$ cat src/rtl/seq_cla_pkg.sv
// Shared definitions for the sequential carry-lookahead adder: slice width and FSM states.
package seq_cla_pkg;

  localparam int NIB = 4;

  typedef enum logic [1:0] {
    IDLE = 2'd0,
    RUN  = 2'd1,
    DONE = 2'd2
  } state_t;

endpackage

$ cat src/rtl/seq_cla_adder_cla_4.sv
// cla_4: 4-bit carry-lookahead slice with group generate/propagate outputs.
module cla_4 (
  input  logic [3:0] a,
  input  logic [3:0] b,
  input  logic       c_in,
  output logic [3:0] sum,
  output logic       g_out,
  output logic       p_out
);

  logic [3:0] g;
  logic [3:0] p;
  logic [3:0] c;

  always_comb begin
    g     = a & b;
    p     = a ^ b;
    c[0]  = c_in;
    c[1]  = g[0] | (p[0] & c_in);
    c[2]  = g[1] | (p[1] & g[0]) | (p[1] & p[0] & c_in);
    c[3]  = g[2] | (p[2] & g[1]) | (p[2] & p[1] & g[0]) | (p[2] & p[1] & p[0] & c_in);
    sum   = p ^ c;
    g_out = g[3] | (p[3] & g[2]) | (p[3] & p[2] & g[1]) | (p[3] & p[2] & p[1] & g[0]);
    p_out = &p;
  end

endmodule

$ cat src/rtl/seq_cla_adder.sv
// seq_cla_adder: WIDTH-bit adder, one nibble per clock through a single cla_4 slice.
// Define SEQ_CLA_SUB_EN to add the sub port (a - b via inverted B and carry-in of 1).
module seq_cla_adder
  import seq_cla_pkg::*;
#(
  parameter int WIDTH = 16
) (
  input  logic             clk,
  input  logic             rst_n,
  input  logic             in_valid,
  output logic             in_ready,
  input  logic [WIDTH-1:0] a,
  input  logic [WIDTH-1:0] b,
  input  logic             c_in,
`ifdef SEQ_CLA_SUB_EN
  input  logic             sub,
`endif
  output logic             out_valid,
  input  logic             out_ready,
  output logic [WIDTH-1:0] sum,
  output logic             c_out,
  output logic             ovf
);

  localparam int NNIB = WIDTH / NIB;
  localparam int CW   = (NNIB > 1) ? $clog2(NNIB) : 1;
  localparam logic [CW-1:0] LAST = CW'(NNIB - 1);

  state_t           state, state_next;
  logic [WIDTH-1:0] a_sh, b_sh, b_eff, sum_next;
  logic             carry, carry_next, c_first;
  logic [CW-1:0]    cnt;
  logic             sa, sb;
  logic [NIB-1:0]   slice_sum;
  logic             grp_g, grp_p;
  logic             accept, last;

  always_comb begin
`ifdef SEQ_CLA_SUB_EN
    b_eff   = sub ? ~b : b;
    c_first = sub ? 1'b1 : c_in;
`else
    b_eff   = b;
    c_first = c_in;
`endif
  end

  assign accept     = in_valid && in_ready;
  assign last       = (state == RUN) && (cnt == LAST);
  assign carry_next = grp_g | (grp_p & carry);

  cla_4 u_slice (
    .a    (a_sh[NIB-1:0]),
    .b    (b_sh[NIB-1:0]),
    .c_in (carry),
    .sum  (slice_sum),
    .g_out(grp_g),
    .p_out(grp_p)
  );

  // Partial sums enter at the top and migrate down, so after the last nibble the
  // concatenation is the full LSB-aligned result.
  if (WIDTH > NIB) begin : g_wide
    logic [WIDTH-NIB-1:0] sum_sh;
    always_ff @(posedge clk or negedge rst_n) begin
      if (!rst_n)             sum_sh <= '0;
      else if (state == RUN)  sum_sh <= sum_next[WIDTH-1:NIB];
    end
    assign sum_next = {slice_sum, sum_sh};
  end else begin : g_narrow
    assign sum_next = slice_sum;
  end

  always_ff @(posedge clk or negedge rst_n) begin
    if (!rst_n) state <= IDLE;
    else        state <= state_next;
  end

  always_comb begin
    state_next = state;
    in_ready   = 1'b0;
    out_valid  = 1'b0;
    case (state)
      IDLE: begin
        in_ready = 1'b1;
        if (in_valid) state_next = RUN;
      end
      RUN:  if (cnt == LAST) state_next = DONE;
      DONE: begin
        out_valid = 1'b1;
        if (out_ready) state_next = IDLE;
      end
      default: state_next = IDLE;
    endcase
  end

  always_ff @(posedge clk or negedge rst_n) begin
    if (!rst_n) begin
      a_sh  <= '0;
      b_sh  <= '0;
      carry <= 1'b0;
      cnt   <= '0;
      sa    <= 1'b0;
      sb    <= 1'b0;
      sum   <= '0;
      c_out <= 1'b0;
      ovf   <= 1'b0;
    end else if (accept) begin
      a_sh  <= a;
      b_sh  <= b_eff;
      carry <= c_first;
      cnt   <= '0;
      sa    <= a[WIDTH-1];
      sb    <= b_eff[WIDTH-1];
    end else if (state == RUN) begin
      a_sh  <= a_sh >> NIB;
      b_sh  <= b_sh >> NIB;
      carry <= carry_next;
      cnt   <= cnt + CW'(1);
      if (last) begin
        sum   <= sum_next;
        c_out <= carry_next;
        ovf   <= (sa == sb) && (sum_next[WIDTH-1] != sa);
      end
    end
  end

endmodule

$ cat config.mk
export PLATFORM = sky130hd
export DESIGN_NAME = seq_cla_adder
export DESIGN_NICKNAME = d
export VERILOG_FILES = /design/src/rtl/seq_cla_pkg.sv /design/src/rtl/seq_cla_adder_cla_4.sv /design/src/rtl/seq_cla_adder.sv
export SDC_FILE = /design/constraint.sdc
export NUM_CORES = 1
export LEC_CHECK = 0
export CAP_MARGIN = 15
export CORE_UTILIZATION = 51
export CTS_CLUSTER_DIAMETER = 120
export DETAILED_ROUTE_END_ITERATION = 8
export GPL_TIMING_DRIVEN = 0
export HOLD_SLACK_MARGIN = 0.12
export MAX_ROUTING_LAYER = met4
export PLACE_DENSITY = 0.79
export SYNTH_ARGS = -nofsm -noshare
export SYNTH_HDL_FRONTEND = slang
export SYNTH_SLANG_ARGS = --single-unit
export TNS_END_PERCENT = 50
$ cat constraint.sdc
create_clock -name clk -period 2.4 [get_ports clk]
set_clock_uncertainty 0.2 [all_clocks]
set_input_delay 0.6 -clock clk [delete_from_list [all_inputs] [get_ports clk]]
set_output_delay 0.6 -clock clk [all_outputs]
set_load 0.005 [all_outputs]
==> impl_metrics.json <==
{
  "fmax_mhz": 430,
  "synth_top_area_share_pct": 59.3,
  "max-cap-violations": 0,
  "placement.io_buffers": 56,
  "timing.final.crit_share_pct": 96.9,
  "grt_setup_unrepaired": "no",
  "finalWirelength_mm": 6.00,
  "die_area_um2": 6010,
  "post_synth.cell_area_avg_um2": 10.5,
  "grt_antenna_before_repair": 0,
  "primary_flip_flop_cell_chosen_by_synthesis_mapping": "sky130_fd_sc_hd__dfrtp_1",
  "cts_tree": "done",
  "worst_pin_slew_ns": 0.832,
  "place_worst_setup_slack_ns": 0.161,
  "worstSkewPairLatency_ns": 0.34,
  "fill_cells": 418,
  "die_x_um": 77.5,
  "place.detailed.hpwl_mm": 4.26,
  "synthesis.instances": 276,
  "buffer_levels_on_the_longest_clock_path": 2,
  "leakage_nw": 1.78,
  "dr.first_iter.drc_count": 123,
  "first_pass_iters": 5,
  "tritoncts_num_sinks": 69,
  "finalHoldViolations": 0,
  "worst-path-buf-inv": 2,
  "postCtsSetupBuffers": 0,
  "synth_nets": 319,
  "synth-edff-count": 0,
  "worstPathCellList": "nand2b_1, inv_1, clkdlybuf4s50_1",
  "detailroute.via_count": 2251,
  "required_ns": 1.60,
  "final.hold.worst_slack_ns": 0.158,
  "arrival_ns": 1.52,
  "start_util_pct": 52.9,
  "maximum_number_of_pins_on_one_net_before_global_route_repair": 70,
  "worst_setup_path_end_kind": "output port",
  "synth_seq_area_share_pct": 59.3,
  "rows": 27,
  "cts_hold_repair.buffers": 0,
  "drt.antenna.violating_nets": 0,
  "synthToLayoutAreaGrowth_pct": 28.9,
  "synth.most_common_cell": "sky130_fd_sc_hd__nand2_1",
  "cts_made_buffers": 9,
  "drcViolationCount": 0,
  "ys_async_sr_fraction_pct": 100,
  "cellPowerDensity_nw_per_um2": 1360,
  "floorplan.die.height_um": 77.5,
  "timing.critical_path.slowest_cell_delay_ns": 0.49,
  "run_status": "completed",
  "crit_path_top_delay_cell": "sky130_fd_sc_hd__clkdlybuf4s50_1",
  "timing.final.ws_setup_ns": 0.0752,
  "yosysWarnings": 0,
  "final_max_tran_viols": 0,
  "cp_max_fo": 6,
  "antennaDiodeCount": 0,
  "cts_repair_resize_count": 0,
  "global_route_wire_length_before_repair_mm": 10.5,
  "clock_pin_slew_reported_for_the_worst_setup_and_hold_paths_after_clock_tree_synthesis_ns": 0.07,
  "design.final.nets": 386,
  "min-delay-path-class": "input pin to asynchronous set/reset pin",
  "grt_usage_pct": 23.6,
  "grt-ovfl-total": 0,
  "finalPower_w": 0.00509,
  "setup-violations-final": 0,
  "route.detailed.wl_per_inst_um": 14.3,
  "max-slew-margin-rel_pct": 44.5,
  "clock-root-buffer": "sky130_fd_sc_hd__clkbuf_8",
  "grt_pass1_vias": 2251,
  "critPathTopFamily": "buffers and inverters",
  "synth.distinct_cells": 31,
  "setup.worst_path.start_class": "flip-flop",
  "vdd.ir_drop.worst_mv": 0.644,
  "post_synth_main_area_contributors": "sky130_fd_sc_hd__dfrtp_1, sky130_fd_sc_hd__nand2_1, sky130_fd_sc_hd__a22oi_1",
  "netlist_top_cells_count": "sky130_fd_sc_hd__nand2_1, sky130_fd_sc_hd__dfrtp_1, sky130_fd_sc_hd__a22oi_1, sky130_fd_sc_hd__o21ai_0",
  "finalWorstPathRequiredPeriod_ns": 2.32,
  "core-area_um2": 5510,
  "final_weighted_congestion_of_routability_driven_global_placement": 0.759,
  "h-tree-depth": 3,
  "i_o_pin_count": 57,
  "crit_type": "flip-flop to output port",
  "ys_seq_elements": 69,
  "netlist.top_cell.by_area": "sky130_fd_sc_hd__dfrtp_1",
  "synth_cell_area_um2": 2910,
  "routed_via_density": 5.36,
  "drive_above_1_share_pct": 13.8
}
report_power, final:
part | switching [W] | total [W] | internal, W
clock network | 0.000415 | 0.000920 | 0.000505
registers | 0.000329 | 0.00204 | 0.00171
logic | 0.00111 | 0.00214 | 0.00103
final cells by class:
class / instances / area, um2 / area share, %
multi-input combinational: 187 / 1090 / 29.1
inverter: 4 / 15.0 / 0.400
clock buffer: 12 / 145 / 3.87
clock inverter: 4 / 47.5 / 1.27
sequential: 69 / 1730 / 46.0
timing repair buffer: 56 / 558 / 14.9
buffer: 16 / 77.6 / 2.07
tap: 72 / 90.1 / 2.40
metal layers:
| layer | up-vias | part of all wire [%] | GRT usage, % |
|---|---|---|---|
| li1 | 1078 | - | - |
| met1 | 1085 | 44 | 30.1 |
| met2 | 77 | 49 | 36.0 |
| met3 | 11 | 5.4 | 4.82 |
| met4 | 0 | 2.2 | 11.3 |
| met5 | - | 0 | - |
final timing paths:
kind	startpoint	to	slack (ns)	cells past startpoint
max in group asynchronous	rst_n	b_sh[12]	1.30	1
max	state[0]	out_valid	0.08	3
max reg2reg	a_sh[0]	ovf	0.49	5
min in group clk	g_wide.sum_sh[1]	g_wide.sum_sh[1]	0.27	2
min	rst_n	sum[5]	0.16	1
min reg2reg	g_wide.sum_sh[1]	g_wide.sum_sh[1]	0.27	2
kinds of logic (layout without fill, tap and decap cells):
| family | Yosys count | count (layout) | share of synthesized area (%) |
|---|---|---|---|
| xor gates and xnor gates | 2 | 2 | 0.602 |
| AOI/OAI and AO/OA | 55 | 55 | 12.7 |
| muxes | 14 | 14 | 5.42 |
| DFF | 69 | 69 | 59.3 |
| and+or+nand+nor | 110 | 110 | 15.9 |
| buffers and inverters | 20 | 92 | 3.18 |
| adders and majority gates | 6 | 6 | 2.84 |
layout by cell type (no fill, tap or decap), types with 2 or more instances in the layout:
cell and count:
sky130_fd_sc_hd__inv_1 4, sky130_fd_sc_hd__a22o_1 2, sky130_fd_sc_hd__clkbuf_8 10, sky130_fd_sc_hd__a221o_1 2, sky130_fd_sc_hd__o21ai_0 18, sky130_fd_sc_hd__a22oi_1 23
sky130_fd_sc_hd__ha_1 5, sky130_fd_sc_hd__buf_2 14, sky130_fd_sc_hd__nand2_1 94, sky130_fd_sc_hd__clkbuf_1 4, sky130_fd_sc_hd__nor3_1 3, sky130_fd_sc_hd__clkinv_2 2
sky130_fd_sc_hd__mux2_2 14, sky130_fd_sc_hd__o21ai_1 2, sky130_fd_sc_hd__nor2_1 3, sky130_fd_sc_hd__nor2b_1 2, sky130_fd_sc_hd__xor2_1 2, sky130_fd_sc_hd__nand2b_1 2
sky130_fd_sc_hd__dfrtp_1 69, sky130_fd_sc_hd__clkdlybuf4s50_1 55, sky130_fd_sc_hd__a21oi_1 2
flip-flops by register name, indices dropped and copies added, names as in the netlist:
name,cells
ovf,1
cnt,2
sum,16
carry,1
b_sh,16
c_out,1
state,2
a_sh,16
sb,1
g_wide.sum_sh,12
sa,1
per-stage QoR:
step / std cells / TNS [ns] / util [%] / area, um2
floorplan: 276 / 0 / - / 2910
global route: 420 / 0 / 68.1 / 3750
global placement: 404 / -117.94 / 64.7 / 3560
finish: 420 / 0 / 68.1 / 3750
detailed placement: 404 / 0 / 64.6 / 3560
CTS: 420 / 0 / 68.1 / 3750
(Power assumes the default switching activity.)
